==> config.mk <==
export PLATFORM = sky130hd
export DESIGN_NAME = pc_gen
export DESIGN_NICKNAME = d
export VERILOG_FILES = /design/src/rtl/pc_gen.sv
export SDC_FILE = /design/constraint.sdc
export NUM_CORES = 1
export LEC_CHECK = 0
export ABC_CLOCK_PERIOD_IN_PS = 4300
export CAP_MARGIN = 10
export CORE_UTILIZATION = 37
export CTS_BUF_LIST = sky130_fd_sc_hd__clkbuf_4
export DETAILED_ROUTE_END_ITERATION = 16
export PLACE_DENSITY = 0.8
export SETUP_SLACK_MARGIN = 0.02
export SYNTH_ARGS = -nofsm -noshare
export SYNTH_HDL_FRONTEND = slang
export SYNTH_SLANG_ARGS = --single-unit
==> constraint.sdc <==
create_clock -name clk -period 4.3 [get_ports clk]
set_input_delay 0.86 -clock clk [delete_from_list [all_inputs] [get_ports clk]]
set_output_delay 0.86 -clock clk [all_outputs]
set_load 0.005 [all_outputs]
==> src/rtl/pc_gen.sv <==
// Program counter / next-PC generator for the toothless fetch stage.
// Handles reset vector, compressed stepping, stall, trap/mret redirect, misalignment and halt.
module pc_gen #(
    parameter int unsigned            ADDR_WIDTH = 32,
    parameter logic [ADDR_WIDTH-1:0]  RESET_ADDR = '0,
    parameter int unsigned            C_EXT      = 0
) (
    input  logic                  clk,
    input  logic                  rst_n,
    input  logic [1:0]            ctrl_trans_instr_i,
    input  logic                  instr_len_i,
    input  logic [ADDR_WIDTH-1:0] offset_i,
    input  logic                  branch_tkn_i,
    input  logic [ADDR_WIDTH-1:0] tgt_addr_i,
    input  logic                  trap_i,
    input  logic [ADDR_WIDTH-1:0] trap_vec_i,
    input  logic                  mret_i,
    input  logic [ADDR_WIDTH-1:0] epc_i,
    input  logic                  stall_i,
    input  logic                  halt_i,
    input  logic                  resume_i,
    output logic [ADDR_WIDTH-1:0] pc_o,
    output logic [ADDR_WIDTH-1:0] pc_plus_o,
    output logic                  pc_valid_o,
    output logic                  misaligned_o,
    output logic [ADDR_WIDTH-1:0] misaligned_addr_o,
    output logic                  halted_o
);

    typedef enum logic [1:0] {
        CTRL_TRANS_SEL_NONE   = 2'b00,
        CTRL_TRANS_SEL_JUMP   = 2'b01,
        CTRL_TRANS_SEL_BRANCH = 2'b10
    } ctrl_sel_t;

    typedef enum logic [1:0] {
        BOOT = 2'b00,
        RUN  = 2'b01,
        HALT = 2'b10
    } state_t;

    state_t                state, state_next;
    logic [ADDR_WIDTH-1:0] pc, pc_next;
    logic                  mis_pulse, mis_pulse_next;
    logic [ADDR_WIDTH-1:0] mis_addr, mis_addr_next;

    logic [ADDR_WIDTH-1:0] step;
    logic [ADDR_WIDTH-1:0] pc_plus;
    logic [ADDR_WIDTH-1:0] trap_tgt;
    logic [ADDR_WIDTH-1:0] jump_tgt;
    logic [ADDR_WIDTH-1:0] branch_tgt;
    logic [ADDR_WIDTH-1:0] cand;
    logic                  cand_checked;
    logic                  advance;
    logic                  cand_misaligned;
    logic                  is_jump;
    logic                  is_branch;

    assign step       = ((C_EXT != 0) && instr_len_i) ? ADDR_WIDTH'(2) : ADDR_WIDTH'(4);
    assign pc_plus    = pc + step;
    assign trap_tgt   = {trap_vec_i[ADDR_WIDTH-1:2], 2'b00};
    assign jump_tgt   = {tgt_addr_i[ADDR_WIDTH-1:1], 1'b0};
    assign branch_tgt = pc + {offset_i[ADDR_WIDTH-1:1], 1'b0};

    assign is_jump    = (ctrl_trans_instr_i == CTRL_TRANS_SEL_JUMP);
    assign is_branch  = (ctrl_trans_instr_i == CTRL_TRANS_SEL_BRANCH);

    // Candidate for the non-trap update; mret bypasses stall, the rest do not.
    always_comb begin
        cand         = pc_plus;
        cand_checked = 1'b0;
        advance      = 1'b1;
        if (mret_i) begin
            cand         = epc_i;
            cand_checked = 1'b1;
        end else if (stall_i) begin
            advance      = 1'b0;
        end else if (is_jump) begin
            cand         = jump_tgt;
            cand_checked = 1'b1;
        end else if (is_branch && branch_tkn_i) begin
            cand         = branch_tgt;
            cand_checked = 1'b1;
        end
    end

    assign cand_misaligned = (C_EXT != 0) ? cand[0] : (|cand[1:0]);

    always_comb begin
        state_next     = state;
        pc_next        = pc;
        mis_pulse_next = 1'b0;
        mis_addr_next  = mis_addr;
        unique case (state)
            BOOT: state_next = RUN;
            RUN: begin
                if (trap_i) begin
                    pc_next = trap_tgt;
                end else begin
                    if (advance) begin
                        if (cand_checked && cand_misaligned) begin
                            mis_pulse_next = 1'b1;
                            mis_addr_next  = cand;
                        end else begin
                            pc_next = cand;
                        end
                    end
                    if (halt_i) state_next = HALT;
                end
            end
            HALT: begin
                if (trap_i)   pc_next    = trap_tgt;
                if (resume_i) state_next = RUN;
            end
            default: state_next = BOOT;
        endcase
    end

    always_ff @(posedge clk or negedge rst_n) begin
        if (!rst_n) begin
            state    <= BOOT;
            pc       <= RESET_ADDR;
            mis_pulse <= 1'b0;
            mis_addr <= '0;
        end else begin
            state    <= state_next;
            pc       <= pc_next;
            mis_pulse <= mis_pulse_next;
            mis_addr <= mis_addr_next;
        end
    end

    // Misalignment is reported in the cycle the target would have appeared on pc_o.
    assign pc_o              = pc;
    assign pc_plus_o         = pc_plus;
    assign pc_valid_o        = (state == RUN);
    assign halted_o          = (state == HALT);
    assign misaligned_o      = mis_pulse;
    assign misaligned_addr_o = mis_addr;

endmodule

==> results by group, run 1 <==
Final layout
  – Multi-input gate area: 3880 um2
  – Area growth syn-to-layout: 45.8%
  – Antenna cells: 0
  – Filler cell count: 1476
  – Share of layout cells above drive strength 1: 0.0677
  – Non-filler cells, final: 1171
  – Final design utilization: 0.556
  – FF+latch area: 1680 um2
  – Final #Nets: 1127

Die
  – Number of top-level pins: 238
  – Core box area: 15300 um2
  – Total die area: 16300 um2
  – Initial Util: 0.381
  – Chip Height: 128 um
  – Die width: 128 um
  – Row Count: 45

Timing
  – PnR worst setup slack: 0.195 ns
  – RSZ-0062 raised after global routing: false
  – Hold Violations, Final: 0
  – Clk_skew: 0.0131 ns
  – Setup tns final: 0 ns
  – Final Max Tran Viols: 0
  – Max Freq: 244 MHz
  – Finish-stage setup viols: 0
  – Final critical-path share of the clock period: 0.955
  – Final min period: 4.11 ns
  – Least-Margin Pin Slew: 0.910 ns
  – Worst relative slew slack: 0.393

Clock network
  – Setup bufs post-CTS: 0
  – CTS Buffer Depth: 2
  – Worst-Skew Late Latency: 0.47 ns
  – CTS resizes: 0
  – H-tree depth: 3
  – TritonCTS buffer count: 9
  – Clock slew at reported path FFs: 0.14 ns
  – Post-CTS Hold Buffers: 0
  – Root Driver: clkbuf_4
  – CTS tree: built
  – Clk sinks: 67

Placed design
  – IO Port Bufs: 232
  – Cells after DPL: 1156
  – Final Wtd Congestion: 0.924
  – Post-DP HPWL: 17800 um
  – DP Worst Slack: 0.116 ns

Yosys
  – Number of enable flip-flop cells after synthesis: 0
  – Synthesized-area fraction occupied by adder cells: 0.0699
  – Multiplexer share of the synthesized area: 0.0109
  – Syn_nets: 909
  – Sequential area share after synthesis: 0.287
  – Most instantiated cells after synthesis: 102 x nand2_1, 71 x a21oi_1, 67 x dfrtp_1, 53 x nor2_1, 49 x o21ai_0
  – Simple-Gate Fraction of Synth Area: 0.205
  – Syn_area_per_cell: 7.91 um2
  – Compound-cell area share of the yosys netlist: 0.302
  – Yosys warns: 0
  – Largest family of logic cells by synthesized area: compound AO/OA/AOI/OAI gates
  – Register bit total from synthesis: 67
  – Yosys top cell area share: 0.287
  – Ys async rst share: 1.00
  – Mapped Cells: 738
  – Post-Syn Area: 5830 um2
  – Ranking of synthesized cells by area: dfrtp_1 29%, ha_1 6.6%, nand2_1 6.6%
  – Synth unique cells: 70
  – Ys flop type: dfrtp_1
  – Top-count cell post-synth: nand2_1
  – Cell taking the most area after synthesis: dfrtp_1
  – Post-Synth XOR/XNOR Area: 0.0766

Setup path
  – CP Capture Type: output port
  – Crit path DAT: 3.25 ns
  – CP Max Fanout: 8
  – CP startpoint kind: register
  – Worst Setup Path Type: reg -> out
  – CP required: 3.44 ns

Global routing
  – Total track usage: 0.290
  – Initial antenna violation count: 0
  – Vias in the first global route: 6424
  – Global-route wire length before repair: 35600 um
  – Pin count of the biggest net entering global routing: 52
  – GRT overflow: 0

Status
  – Run status: finished clean

Drt
  – 1st-pass router iterations: 4
  – Initial DRC count: 505
  – Residual DRC count: 0
  – Vias: 6773
  – Routed length per instance: 20.2 um
  – Vias per cell: 5.78
  – Routed Antenna Nets: 0
  – Final wirelength: 23700 um

Pwr
  – Leak: 3.51 nW
  – Max VDD drop: 0.288 mV
  – Total power draw: 4.88 mW
  – Power Dens Cells: 573 nW/um2

Worst hold path
  – Worst hold path type: in -> async

Flow run
  – Maxcap violations: 0
worst paths after layout:
path                            depth (start not counted)                   from  slack, ns                    end
worst max register to register                         12                pc_o[1]       0.88  misaligned_addr_o[31]
worst min-delay path                                    1                  rst_n       0.32               pc_o[26]
min in group clk                                        2  misaligned_addr_o[30]       0.50  misaligned_addr_o[30]
worst min register to register                          2  misaligned_addr_o[30]       0.50  misaligned_addr_o[30]
max in group asynchronous                               2                  rst_n       3.23               pc_o[20]
worst max-delay path                                    6                pc_o[4]       0.19          pc_plus_o[29]
metal layers:
layer  up-vias  track usage  share of wire
li1       3144            -              -
met4         0       0.0962          0.026
met3        48       0.0800          0.094
met1      3248        0.395           0.44
met5         -            0              0
met2       333        0.443           0.44
kinds of logic after synthesis:
family	count (synthesis)
AO/OA/AOI/OAI	267
buffers and inverters	64
flip-flops	67
multiplexers	6
AND/OR/NAND/NOR	251
adder cells (fa/ha/maj)	32
XOR/XNOR	51
stage by stage:
step                      hold WS (ns)  instance area (um2)
after floorplan                  0.463                 5830
after global placement           0.459                 8350
after detailed placement         0.465                 8350
after CTS                        0.293                 8510
after global routing             0.305                 8510
final                            0.316                 8510
power breakdown:
group / internal, mW / switching [mW] / total [mW] / leakage [nW]
combinational: 1.60 / 1.49 / 3.09 / 2.61
sequential: 0.897 / 0.369 / 1.27 / 0.819
clock: 0.234 / 0.281 / 0.515 / 0.0824
cell type report:
type	instances	area share
multi-input combinational	607	0.456
clock inverter	6	0.0106
sequential	67	0.197
timing repair buffer	252	0.289
inverter	19	0.00838
clock buffer	9	0.00794
tap	211	0.0310
state kept, by name, summed over array words and instances (netlist names):
| signal | flops |
|---|---|
| misaligned_o | 1 |
| misaligned_addr_o | 32 |
| state | 2 |
| pc_o | 32 |
critical path, cell delays in order (launching register included):
cell	delay, ns
dfrtp_1	0.56
nand4_1	0.29
nor4_2	0.63
nand3_1	0.32
nor2_1	0.21
xor2_1	0.21
clkdlybuf4s50_1	0.56
layout by cell type, fill, tap and decap left out, types with 12 or more instances in the layout:
master             n
nand2_1          102
o21ai_0           49
nand3_1           23
nor2_1            53
dfrtp_1           67
xor2_1            17
buf_4             20
a21o_1            14
ha_1              31
nand4_1           12
a21oi_1           71
and3_1            17
inv_1             17
xnor2_1           34
clkdlybuf4s50_1  230
o21ai_1           24
No activity file was read; power rests on OpenSTA's default activity.
==> inputs of run 2 (changes only) <==
- ABC_AREA: unset -> 1
- CORE_UTILIZATION: 37 -> 50
- PLACE_DENSITY: 0.8 -> 0.95
- SLEW_MARGIN: unset -> 0
==> run 2 against run 1 <==
First-iteration DRC count is 81% higher. Register-to-register slack better by 0.56 ns. Utilization is 16 points higher. Total power is 15% higher. Sequential power is 11% higher. Sequential share of layout area is 1.0 points lower.
==> results by group, run 2 <==
Status
  – Run status: finished clean

Clock network
  – CTS Buffer Depth: 2 (unchanged)
  – Post-CTS Hold Buffers: 0 (unchanged)
  – CTS resizes: 0 (unchanged)
  – Setup bufs post-CTS: 0 (unchanged)
  – CTS tree: built
  – H-tree depth: 3 (unchanged)
  – Root Driver: clkbuf_4
  – Worst-Skew Late Latency: 0.42 ns (-0.05 ns)
  – TritonCTS buffer count: 9 (unchanged)
  – Clock slew at reported path FFs: 0.12 ns (-0.02 ns)
  – Clk sinks: 67 (unchanged)

Setup path
  – Crit path DAT: 2.94 ns (-0.31 ns)
  – CP Max Fanout: 6 (-2)
  – CP startpoint kind: register
  – CP Capture Type: output port
  – Worst Setup Path Type: reg -> out
  – CP required: 3.44 ns (about the same)

Timing
  – Final min period: 3.80 ns (-0.306 ns)
  – Clk_skew: 0.0228 ns (+0.00977 ns)
  – Final critical-path share of the clock period: 0.884 (-0.0711)
  – Hold Violations, Final: 0 (unchanged)
  – Least-Margin Pin Slew: 0.687 ns (-0.224 ns)
  – Setup tns final: 0 ns (unchanged)
  – RSZ-0062 raised after global routing: false
  – Max Freq: 263 MHz (+8.0%)
  – Worst relative slew slack: 0.542 (+0.149)
  – Finish-stage setup viols: 0 (unchanged)
  – Final Max Tran Viols: 0 (unchanged)

Die
  – Initial Util: 0.512 (+0.131)
  – Core box area: 12600 um2 (-18%)
  – Die width: 115 um (-9.5%)
  – Chip Height: 115 um (-9.5%)
  – Row Count: 41 (-8.9%)
  – Total die area: 13300 um2 (-18%)
  – Number of top-level pins: 238 (unchanged)

Drt
  – Top layer reached by signal wires: met4
  – Routed Antenna Nets: 0 (unchanged)
  – DR WL met2: 11600 um (+11%)
  – Final wirelength: 25400 um (+7.2%)
  – Wl on met1: 9940 um (-4.4%)
  – Initial DRC count: 912 (+81%)
  – Vias: 8294 (+22%)
  – Residual DRC count: 0 (unchanged)
  – Vias per cell: 5.72 (-1.1%)
  – Metal3 WL: 2760 um (+24%)
  – 1st-pass router iterations: 6 (+2)
  – Routed length per instance: 17.5 um (-13%)

Pwr
  – NetSw: 2.79 mW (+30%)
  – Flop pwr share: 0.252 (-0.008)
  – Clock power share: 0.059 (-0.047)
  – Power Dens Cells: 623 nW/um2 (+8.7%)
  – Net Sw Frac: 0.499 (+0.0597)
  – Internal: 2.80 mW (+2.5%)
  – Comb power frac: 0.688 (+0.053)
  – Max VDD drop: 0.378 mV (+32%)
  – Leak: 4.28 nW (+22%)

Global routing
  – Vias in the first global route: 7473 (+16%)
  – Initial antenna violation count: 0 (unchanged)
  – Global-route wire length before repair: 38700 um (+8.6%)
  – GRT overflow: 0 (unchanged)
  – Pin count of the biggest net entering global routing: 41 (-21%)
  – Total track usage: 0.385 (+0.0950)

Yosys
  – Post-Syn Area: 6440 um2 (+10%)
  – Yosys warns: 0 (unchanged)
  – Sequential area share after synthesis: 0.260 (-0.0269)
  – Ys async rst share: 1.00 (unchanged)
  – Cell taking the most area after synthesis: dfrtp_1
  – Syn_area_per_cell: 6.10 um2 (-23%)
  – Ranking of synthesized cells by area: dfrtp_1 26%, nand2_1 21%, a21oi_1 6.9%
  – Ys flop type: dfrtp_1
  – Number of enable flip-flop cells after synthesis: 0 (unchanged)
  – Syn_nets: 1227 (+35%)
  – Mapped Cells: 1056 (+43%)
  – Top-count cell post-synth: nand2_1
  – Most instantiated cells after synthesis: 361 x nand2_1, 102 x nor2_1, 97 x inv_1, 89 x a21oi_1, 89 x nand3_1
  – Register bit total from synthesis: 67 (unchanged)
  – Synth unique cells: 39 (-44%)
  – Yosys top cell area share: 0.260 (-0.0269)

Final layout
  – FF+latch area: 1680 um2 (unchanged)
  – Area growth syn-to-layout: 39.5%
  – Filler cell count: 1090 (-26%)
  – Most frequent cells in the layout: 361 x nand2_1, 231 x clkdlybuf4s50_1, 101 x nor2_1, 97 x inv_1
  – Final #Nets: 1446 (+28%)
  – Design area: 8980 um2 (+5.5%)
  – Share of layout cells above drive strength 1: 0.0477 (-0.0200)
  – Commonest non-fill, non-tap cell in the layout: nand2_1
  – Multi-input gate area: 4230 um2 (+9.0%)
  – Antenna cells: 0 (unchanged)

Placed design
  – IO Port Bufs: 232 (unchanged)
  – DP Area: 8880 um2 (+6.4%)
  – Final Wtd Congestion: 0.998 (+8.0%)
  – Post-DP HPWL: 20500 um (+15%)

Worst hold path
  – Worst hold path type: in -> async

Flow run
  – Maxcap violations: 0 (unchanged)
[run 2: cell families (layout without fill, tap and decap cells)]
family | count (synthesis) | in the layout | synth area share
AOI/OAI and AO/OA | 177 | 177 | 0.148
xor gates and xnor gates | 29 | 29 | 0.0395
adders and majority gates | 32 | 32 | 0.0634
DFF | 67 | 67 | 0.260
buffers and inverters | 134 | 356 | 0.0834
and+or+nand+nor | 617 | 617 | 0.405
[run 2: path summary, 6_finish.rpt]
kind	start	endpoint	slack [ns]	cells past startpoint
max in group asynchronous	rst_n	misaligned_addr_o[28]	2.86	2
min in group clk	misaligned_addr_o[29]	misaligned_addr_o[29]	0.49	2
worst min register to register	misaligned_addr_o[29]	misaligned_addr_o[29]	0.49	2
worst max-delay path	pc_o[2]	pc_plus_o[20]	0.50	8
worst min-delay path	rst_n	pc_o[7]	0.48	1
worst max register to register	pc_o[1]	pc_o[21]	1.44	12
[run 2: per-layer routing]
metal | global-route usage | vias up
met2 | 0.612 | 546
li1 | - | 3869
met3 | 0.0690 | 93
met1 | 0.519 | 3786
met4 | 0.156 | 0
met5 | 0 | -
[run 2: stage by stage]
| stage | total power [mW] | utilization | worst slack, ns | cells | hold WS [ns] |
|---|---|---|---|---|---|
| finish | 5.59 | 0.714 | 0.500 | 1450 | 0.477 |
| global route | 6.02 | 0.714 | 0.436 | 1450 | 0.504 |
| CTS | 5.49 | 0.714 | 0.583 | 1450 | 0.478 |
| detailed placement | 5.15 | 0.707 | 0.686 | 1436 | 0.465 |
| global placement | 5.06 | 0.707 | 0.733 | 1436 | 0.470 |
| floorplan | 3.38 | - | 1.69 | 1056 | 0.458 |
[run 2: critical path, cell delays in order, from the launching register on]
cell	delay (ns)
dfrtp_1	0.53
ha_1	0.24
nand3_1	0.18
inv_1	0.12
nand3_1	0.17
nor3_1	0.35
nand2_1	0.14
xor2_1	0.21
clkdlybuf4s50_1	0.58
[run 2: area by class of cell]
type	count	share of cell area
Multi-Input combinational cell	855	0.471
Timing Repair Buffer	241	0.266
Sequential cell	67	0.187
Inverter	101	0.0422
Tap cell	172	0.0240
Clock buffer	10	0.00836
Clock inverter	4	0.00223
[run 2: power by group through the flow]
| stage | Sequential [mW] | Combinational (mW) | Clock, mW |
|---|---|---|---|
| final | 1.41 | 3.85 | 0.331 |
| after global routing | 1.43 | 4.23 | 0.364 |
| after CTS | 1.38 | 3.78 | 0.329 |
| after detailed placement | 1.39 | 3.76 | 0 |
| after global placement | 1.38 | 3.67 | 0 |
| after floorplan | 1.25 | 2.12 | 0 |
==> inputs of run 3 (changes only) <==
- CAP_MARGIN: 10 -> unset
==> results of run 3 <==
The final DEF is identical to that of run 2; final timing and power are the same.
